==> config.mk <==
export PLATFORM = sky130hd
export DESIGN_NAME = skew_buffer
export DESIGN_NICKNAME = d
export VERILOG_FILES = /design/src/rtl/skew_buffer.sv
export SDC_FILE = /design/constraint.sdc
export NUM_CORES = 1
export LEC_CHECK = 0
export CAP_MARGIN = 40
export CORE_MARGIN = 3
export CORE_UTILIZATION = 30
export DETAILED_ROUTE_END_ITERATION = 8
export HOLD_SLACK_MARGIN = 0.02
export PLACE_DENSITY = 0.56
export SLEW_MARGIN = 20
export SYNTH_ARGS = -nofsm -noshare
export SYNTH_HDL_FRONTEND = slang
export SYNTH_SLANG_ARGS = --single-unit
==> constraint.sdc <==
create_clock -name clk -period 1.55 [get_ports clk]
set_input_delay 0.2325 -clock clk [delete_from_list [all_inputs] [get_ports clk]]
set_output_delay 0.2325 -clock clk [all_outputs]
set_load 0.005 [all_outputs]
==> src/rtl/skew_buffer.sv <==
// Per-lane {valid, data} delay lines that feed a systolic array edge, either diagonally skewed
// (lane i delayed i+1 cycles) or aligned (every lane delayed N cycles).
module skew_buffer #(
    parameter int unsigned N  = 8,
    parameter int unsigned DW = 8
) (
    input  logic            clk,
    input  logic            rst_n,
    input  logic            in_valid,
    input  logic [N*DW-1:0] in_data,
    input  logic            skew_en,
    input  logic            flush,
    output logic [N-1:0]    out_valid,
    output logic [N*DW-1:0] out_data,
    output logic            busy,
    output logic            drain_done
);

    // Lane i, stage N-1 is the output stage. Stages N-1-i..N-1 form the skew chain.
    // Stages 0..N-2-i are pad stages that only carry beats in aligned mode.
    logic [N-1:0][N-1:0]         valid_q, valid_d;
    logic [N-1:0][N-1:0][DW-1:0] data_q, data_d;
    logic                        mode_q;
    logic                        busy_q;

    for (genvar i = 0; i < N; i++) begin : g_lane
        logic          lane_v;
        logic [DW-1:0] lane_d;

        assign lane_v = in_valid;
        assign lane_d = in_valid ? in_data[i*DW +: DW] : '0;

        for (genvar s = 0; s < N; s++) begin : g_stage
            if (s == N - 1 - i && s == 0) begin : g_in
                assign valid_d[i][s] = lane_v;
                assign data_d[i][s]  = lane_d;
            end else if (s == N - 1 - i) begin : g_entry
                // Skew mode enters here directly; aligned mode arrives through the pads.
                assign valid_d[i][s] = mode_q ? lane_v : valid_q[i][s-1];
                assign data_d[i][s]  = mode_q ? lane_d : data_q[i][s-1];
            end else if (s == 0) begin : g_pad_head
                assign valid_d[i][s] = mode_q ? 1'b0 : lane_v;
                assign data_d[i][s]  = mode_q ? '0 : lane_d;
            end else begin : g_shift
                assign valid_d[i][s] = valid_q[i][s-1];
                assign data_d[i][s]  = data_q[i][s-1];
            end
        end

        assign out_valid[i]          = valid_q[i][N-1];
        assign out_data[i*DW +: DW]  = data_q[i][N-1];
    end

    always_ff @(posedge clk or negedge rst_n) begin
        if (!rst_n) begin
            valid_q <= '0;
            data_q  <= '0;
            mode_q  <= 1'b1;
            busy_q  <= 1'b0;
        end else begin
            if (flush) begin
                valid_q <= '0;
                data_q  <= '0;
            end else begin
                valid_q <= valid_d;
                data_q  <= data_d;
            end
            // Clearing busy_q on flush keeps a flush-induced empty from looking like a drain.
            busy_q <= busy & ~flush;
            if (!busy && !in_valid) begin
                mode_q <= skew_en;
            end
        end
    end

    assign busy       = |valid_q;
    assign drain_done = busy_q & ~busy;

endmodule

==> results of run 1 <==
-- state kept, by name, indices dropped and copies added (netlist names) --
name       count
busy_q         1
out_data      64
data_d       392
out_valid      8
mode_q         1
valid_q        7
data_q        56
valid_d       28
-- power by group through the flow --
| stage | logic (uW) | clock network, uW | registers [uW] |
|---|---|---|---|
| 4_1_cts | 2150 | 14800 | 15300 |
| 3_5_place_dp | 2170 | 0 | 15500 |
| 6_report | 2080 | 14200 | 15300 |
| 3_3_place_gp | 2130 | 0 | 15500 |
| 5_1_grt | 2330 | 15400 | 15300 |
| 2_1_floorplan | 1060 | 0 | 15500 |
-- stage by stage --
stage                     cell area, um^2  instances  utilization (%)
after floorplan                     18600       1274                -
after global placement              20800       2112             34.1
after detailed placement            20800       2112             34.1
after CTS                           22700       2220             37.3
after global routing                22700       2220             37.3
final                               22700       2221             37.3
-- cell type report --
type                       count  area share, %
inverter                       1         0.0165
timing repair buffer         198           8.76
multi-input combinational    576           16.7
tap                          782           4.31
antenna                        1         0.0110
clock inverter                22           1.33
clock buffer                  84           7.49
sequential                   557           61.4
-- worst reg2reg max path, stage by stage, from the launching register on --
cell and delay [ps]:
sky130_fd_sc_hd__dfrtp_1 390, sky130_fd_sc_hd__nor4_2 310, sky130_fd_sc_hd__nand4_1 210, sky130_fd_sc_hd__buf_4 190
sky130_fd_sc_hd__nor4_2 250, sky130_fd_sc_hd__mux2_1 350
-- cell families (layout without fill, tap and decap cells) --
logic type / count (synthesis) / after routing / synth area share, %
DFF: 557 / 557 / 75.0
and+or+nand+nor: 512 / 512 / 17.3
buffers and inverters: 141 / 305 / 4.67
AOI/OAI and AO/OA: 63 / 63 / 2.92
muxes: 1 / 1 / 0.0606
other: 0 / 1 / 0
-- how the worst max path moves through the flow --
stage | depth (start not counted) | endpoint | start | slack [ps]
finish | 6 | busy | valid_d[63] | -670
global route | 6 | busy | valid_q[27] | -850
CTS | 6 | busy | valid_d[63] | -750
detailed placement | 5 | drain_done | valid_q[27] | -520
global placement | 5 | drain_done | valid_d[59] | -530
floorplan | 4 | mode_q | valid_q[27] | 100
-- cell usage in the layout, fill, tap and decap left out, drive strengths merged --
cell type	n
dfrtp	556
clkinvlp	2
clkinv	13
nor3	2
clkdlybuf4s50	66
inv	2
and2b	1
nor2b	427
dlygate4sd2	66
clkbuf	84
bufinv	6
nand3	1
a21o	7
nand4	2
dfstp	1
nor4	11
dlygate4sd3	2
nor2	2
diode	1
and2	66
clkdlybuf4s15	5
mux2	1
buf	59
a22o	56
-- Yosys cell counts (all sizes together) --
master	count
dfrtp	556
a21o	7
dfstp	1
inv	1
mux2	1
nor3	2
buf	88
and2b	1
nor2b	427
nor2	2
nor4	11
nand3	1
clkbuf	52
nand4	2
and2	66
a22o	56
-- timing repair --
action                     in CTS  in global routing
resized for setup              90                  3
hold endpoints to repair      350                  0
hold buffers                    2                  0
cloned                          0                  0
setup endpoints to repair      76                  6
pin swaps                       4                  2
-- per-layer routing --
layer  wire length [um]  up-vias  global-route usage [%]
li1                   -     4148                       -
met1              14900     4576                    14.0
met2              14400      140                    15.6
met3               1490       67                    2.72
met4                953        2                    3.73
met5                 17        -                       0
==> flow_summary.json, run 1 <==
{
  "synth_area_per_cell_um2": 14.6,
  "timing.final.max_slew_violations": 0,
  "placeableCoreArea_um2": 60800,
  "grt_start_max_net_pins": 150,
  "drt_first_iter_violations": 393,
  "htree_num_levels": 2,
  "remaining_drc_errors": 0,
  "cp_data_arrival_time_ps": 1980,
  "timing.critical_path.cells": "nor4_2 > nand4_1 > nor3_2 > buf_4 > inv_2 > buf_6",
  "post-layout-total-power_uw": 31500,
  "yosys_register_bits": 557,
  "layout.filler_cells": 5789,
  "syn-cell-area_um2": 18600,
  "count_of_clock_tree_sinks": 557,
  "io_pins": 143,
  "core.rowCount": 90,
  "static-leakage-power_uw": 0.0114,
  "worst_skew_pair.late_latency_ps": 600,
  "rsz_0062_raised_after_global_routing": "true",
  "p_switching_uw": 6890,
  "power.share.sequential_pct": 48.4,
  "timing.max_cap.violations": 0,
  "cts_buffers": 58,
  "vias_per_cell": 4.02,
  "gp_routability_congestion": 0.716,
  "grtUsageTotal_pct": 10.2,
  "reg2reg_from": "valid_d[63]",
  "post_route_cells_drive_above_1_share_pct": 11.3,
  "status": "complete, but fails checks",
  "critical_path_required_ps": 1320,
  "cts_buffer_depth": 3,
  "end_kind": "output pin",
  "min_period_ps": 2220,
  "worst_r2r_dst": "mode_q",
  "yosysTopAreaCellShare_pct": 74.9,
  "final.setup_skew_ps": 19.3,
  "final-setup-viol-count": 3,
  "layout_worst_path_cycle_share_pct": 143,
  "regToRegSetupSlack_ps": -220,
  "postSynthNetCount": 1343,
  "root_buffer": "sky130_fd_sc_hd__clkbuf_16",
  "part_of_the_total_power_dissipated_in_combinational_logic_pct": 6.6,
  "grt_antenna_before_repair": 2,
  "multi_input_comb_area_um2": 3790,
  "pwr_density_cell_nw_per_um2": 1390,
  "grt_pass1_vias": 9524,
  "power.share.switching_pct": 21.9,
  "peakVddDrop_v": 0.000862,
  "synth_cell_type_count": 23,
  "setup.worst_path.class": "reg2out",
  "hpwlAfterDp_mm": 18.8,
  "final.setup.tns_ps": -1530,
  "crit_path_max_incr_delay_ps": 390,
  "setup_ws_ps": -667,
  "netlist_top_cells_area": "sky130_fd_sc_hd__dfrtp_1 75%, sky130_fd_sc_hd__nor2b_1 14%, sky130_fd_sc_hd__buf_4 2.9%",
  "cpMaxStageDelayCell": "sky130_fd_sc_hd__dfrtp_1",
  "io_buffers": 142,
  "layout-area-overhead-vs-synth_pct": 22.2,
  "clk_pin_slew_worst_paths_ps": 60,
  "buffers_inverters_on_critical_path": 3,
  "hold_violations": 0,
  "timing.critical_path.fanout_max": 2,
  "die_area_um2": 65000,
  "synth_area_leader_cell": "sky130_fd_sc_hd__dfrtp_1",
  "tightest_slew_ps": 663,
  "chipWidth_um": 255,
  "failing_checks": "negative setup slack",
  "timing.fmax_ghz": 0.451,
  "synthesis.instances": 1274,
  "yosysWarnings": 0,
  "residual_antenna_violating_net_count_after_detailed_routing": 0,
  "timing.critical_path.from_type": "flop",
  "grt_pass1_wl_mm": 52.4,
  "post-cts-setup-buffers": 0,
  "timing.max_slew.rel_slack_pct": 55.8,
  "worst_hold_path_type": "in2async",
  "post_drt_wl_per_cell_um": 14.3,
  "clockPowerShare_pct": 45.0,
  "tritoncts": "yes",
  "worst-r2r-cell-count": 5,
  "globalRoute.totalOverflow": 0,
  "die_h_um": 255,
  "via_count": 8933,
  "detailedPlace.worstSlack_ps": -524,
  "first_pass_iters": 6,
  "final_nets": 1461,
  "finalWirelength_mm": 31.8,
  "ff_latch_area_um2": 13900,
  "floorplan.initialDensity_pct": 30.6,
  "crit_family": "simple AND/OR/NAND/NOR gates",
  "hold_slack_ps": 120,
  "internal_power_uw": 24600,
  "yosysSeqAreaShare_pct": 75.0
}
Note: power is estimated with default switching activity, not from simulation.
==> run 2, diff against run 1 <==
--- a/config.mk
+++ b/config.mk
@@ -5,6 +5,7 @@
 export SDC_FILE = /design/constraint.sdc
 export NUM_CORES = 1
 export LEC_CHECK = 0
+export ABC_CLOCK_PERIOD_IN_PS = 1550
 export CAP_MARGIN = 40
 export CORE_MARGIN = 3
 export CORE_UTILIZATION = 30
==> results of run 2 <==
Final layout, timing and power as in run 1 (identical DEF).
==> run 3, diff against run 2 <==
--- a/config.mk
+++ b/config.mk
@@ -6,12 +6,11 @@
 export NUM_CORES = 1
 export LEC_CHECK = 0
 export ABC_CLOCK_PERIOD_IN_PS = 1550
-export CAP_MARGIN = 40
 export CORE_MARGIN = 3
-export CORE_UTILIZATION = 30
+export CORE_UTILIZATION = 40
 export DETAILED_ROUTE_END_ITERATION = 8
 export HOLD_SLACK_MARGIN = 0.02
-export PLACE_DENSITY = 0.56
+export PLACE_DENSITY = 0.67
 export SLEW_MARGIN = 20
 export SYNTH_ARGS = -nofsm -noshare
 export SYNTH_HDL_FRONTEND = slang
==> run 3 against run 2 <==
Compared with the run above: the run still ends with negative setup slack left; register-to-register slack worse by 160 ps; fmax down 6.6%; clock-buffer cell count down 3; via count up 0.13%; sequential power about the same; final area down 0.84%; core utilization up 12 points; cell count down 7.7%; hold slack worse by 56 ps; largest power group unchanged; highest routed layer is now met4.
==> flow_summary.json, run 3 (same netlist as run 1, synthesis figures left out) <==
{
  "setup_ws_ps": -825,
  "residual_antenna_violating_net_count_after_detailed_routing": 0,
  "final_core_utilization_pct": 49.3,
  "hpwlAfterDp_mm": 17.9,
  "status": "complete, but fails checks",
  "final.setup.tns_ps": -2210,
  "remaining_drc_errors": 0,
  "final.setup_skew_ps": 25.1,
  "first_pass_iters": 4,
  "rsz_0062_raised_after_global_routing": "true",
  "multi_input_comb_area_um2": 3820,
  "count_of_clock_tree_sinks": 557,
  "timing.max_slew.rel_slack_pct": 49.7,
  "grt_pass1_wl_mm": 49.6,
  "clk_pin_slew_worst_paths_ps": 60,
  "timing.hold.worst_path_depth": 3,
  "min_period_ps": 2370,
  "grt_start_max_net_pins": 172,
  "critical_path_required_ps": 1320,
  "gp_routability_congestion": 0.739,
  "timing.fmax_ghz": 0.421,
  "layout.cells.most_common": "sky130_fd_sc_hd__dfrtp_1",
  "static-leakage-power_uw": 0.0114,
  "end_kind": "output pin",
  "min-delay-start": "flush",
  "grt_pass1_vias": 9204,
  "tritoncts": "yes",
  "cts_buffer_depth": 3,
  "part_of_the_total_power_dissipated_in_combinational_logic_pct": 7.0,
  "power.share.switching_pct": 22.2,
  "io_buffers": 142,
  "timing.final.max_slew_violations": 0,
  "io_pins": 143,
  "layout.filler_cells": 3901,
  "post_route_cells_drive_above_1_share_pct": 12.6,
  "die_area_um2": 49100,
  "vias_per_cell": 4.37,
  "grtUsageTotal_pct": 12.6,
  "min_delay_worst_endpoint": "out_data[2]",
  "globalRoute.totalOverflow": 0,
  "layout_worst_path_cycle_share_pct": 153,
  "reg2reg_from": "valid_d[31]",
  "layout-area-overhead-vs-synth_pct": 21.2,
  "largest_register_ffs": 392,
  "timing.critical_path.from_type": "flop",
  "p_switching_uw": 6810,
  "die_h_um": 222,
  "power.share.sequential_pct": 49.9,
  "worst_skew_pair.late_latency_ps": 620,
  "chipWidth_um": 222,
  "worst-r2r-cell-count": 6,
  "regToRegSetupSlack_ps": -380,
  "timing.critical_path.fanout_max": 2,
  "pwr_density_cell_nw_per_um2": 1360,
  "timing.max_cap.violations": 0,
  "setup.worst_path.class": "reg2out",
  "ff_latch_area_um2": 13900,
  "cts_buffers": 55,
  "hold_violations": 0,
  "grt_antenna_before_repair": 1,
  "finalWirelength_mm": 30.2,
  "worst_hold_path_type": "in2reg",
  "core.rowCount": 78,
  "clockPowerShare_pct": 43.1,
  "final-setup-viol-count": 4,
  "internal_power_uw": 23800,
  "floorplan.initialDensity_pct": 40.7,
  "post-layout-total-power_uw": 30600,
  "final_nets": 1471,
  "worst_r2r_dst": "mode_q",
  "htree_num_levels": 2,
  "tightest_slew_ps": 755,
  "cp_data_arrival_time_ps": 2140,
  "most-common-layout-cells": "556 x sky130_fd_sc_hd__dfrtp_1, 426 x sky130_fd_sc_hd__nor2b_1, 66 x sky130_fd_sc_hd__clkdlybuf4s50_1",
  "drt_first_iter_violations": 430,
  "post_drt_wl_per_cell_um": 14.8,
  "failing_checks": "negative setup slack",
  "peakVddDrop_v": 0.000806,
  "root_buffer": "sky130_fd_sc_hd__clkbuf_16",
  "via_count": 8945,
  "detailedPlace.worstSlack_ps": -641,
  "placeableCoreArea_um2": 45700
}
run 3: cell count changes in the layout (fill, tap and decap cells not counted), moves of 4 or more:
cell / change
sky130_fd_sc_hd__buf_6: +12
sky130_fd_sc_hd__clkbuf_16: -5
sky130_fd_sc_hd__dlygate4sd2_1: -4
sky130_fd_sc_hd__buf_4: +4
sky130_fd_sc_hd__buf_12: +4
run 3: area by class of cell:
| class | count | area share [%] |
|---|---|---|
| diodes | 1 | 0.0111 |
| clock buffers | 81 | 7.12 |
| clock inverters | 22 | 1.02 |
| inverters | 1 | 0.0167 |
| multi-input cells | 577 | 17.0 |
| flip-flops and latches | 557 | 61.9 |
| well taps | 600 | 3.33 |
| repair buffers | 210 | 9.64 |
run 3: what timing repair did:
action / in CTS / in global routing
endpoints found under the setup margin: 112 / 8
pin swaps: 5 / 4
gates resized for setup: 114 / 9
hold endpoints to repair: 333 / 0
cloned: 1 / 0
hold buffers: 1 / 0
buffers inserted: 5 / 3
run 3: how the worst max path moves through the flow:
| stage | from | to | slack (ps) |
|---|---|---|---|
| 2_1_floorplan | valid_q[27] | mode_q | 100 |
| 3_3_place_gp | valid_q[27] | drain_done | -660 |
| 3_5_place_dp | valid_d[59] | drain_done | -640 |
| 4_1_cts | valid_d[63] | drain_done | -870 |
| 5_1_grt | valid_d[36] | drain_done | -960 |
| 6_report | valid_d[31] | drain_done | -820 |
run 3: stage by stage:
stage	hold slack, ps	cell area [um^2]	instances
6_report	63.9	22500	2049
2_1_floorplan	-63.1	18600	1274
5_1_grt	44.1	22500	2049
3_3_place_gp	174	20700	1940
3_5_place_dp	175	20700	1940
4_1_cts	41.6	22500	2047
run 3: metal layers:
metal | wire, um | GRT usage, % | vias to the layer above
met1 | 13800 | 17.3 | 4600
met5 | 0 | 0 | -
li1 | - | - | 4167
met3 | 1220 | 2.99 | 56
met4 | 746 | 4.17 | 0
met2 | 14400 | 19.9 | 122
run 3: power groups by stage:
stage | registers, uW | clock network, uW | logic, uW
CTS | 15300 | 13700 | 2190
detailed placement | 15500 | 0 | 2150
global route | 15300 | 14300 | 2390
finish | 15300 | 13200 | 2150
floorplan | 15500 | 0 | 1060
global placement | 15500 | 0 | 2100
run 3: worst max-delay path: stages, from the launching register on:
cell	delay [ps]
sky130_fd_sc_hd__dfrtp_1	390
sky130_fd_sc_hd__nor4_2	310
sky130_fd_sc_hd__nand4_1	200
sky130_fd_sc_hd__nor3_2	260
sky130_fd_sc_hd__buf_4	150
sky130_fd_sc_hd__and2_4	130
sky130_fd_sc_hd__buf_6	90
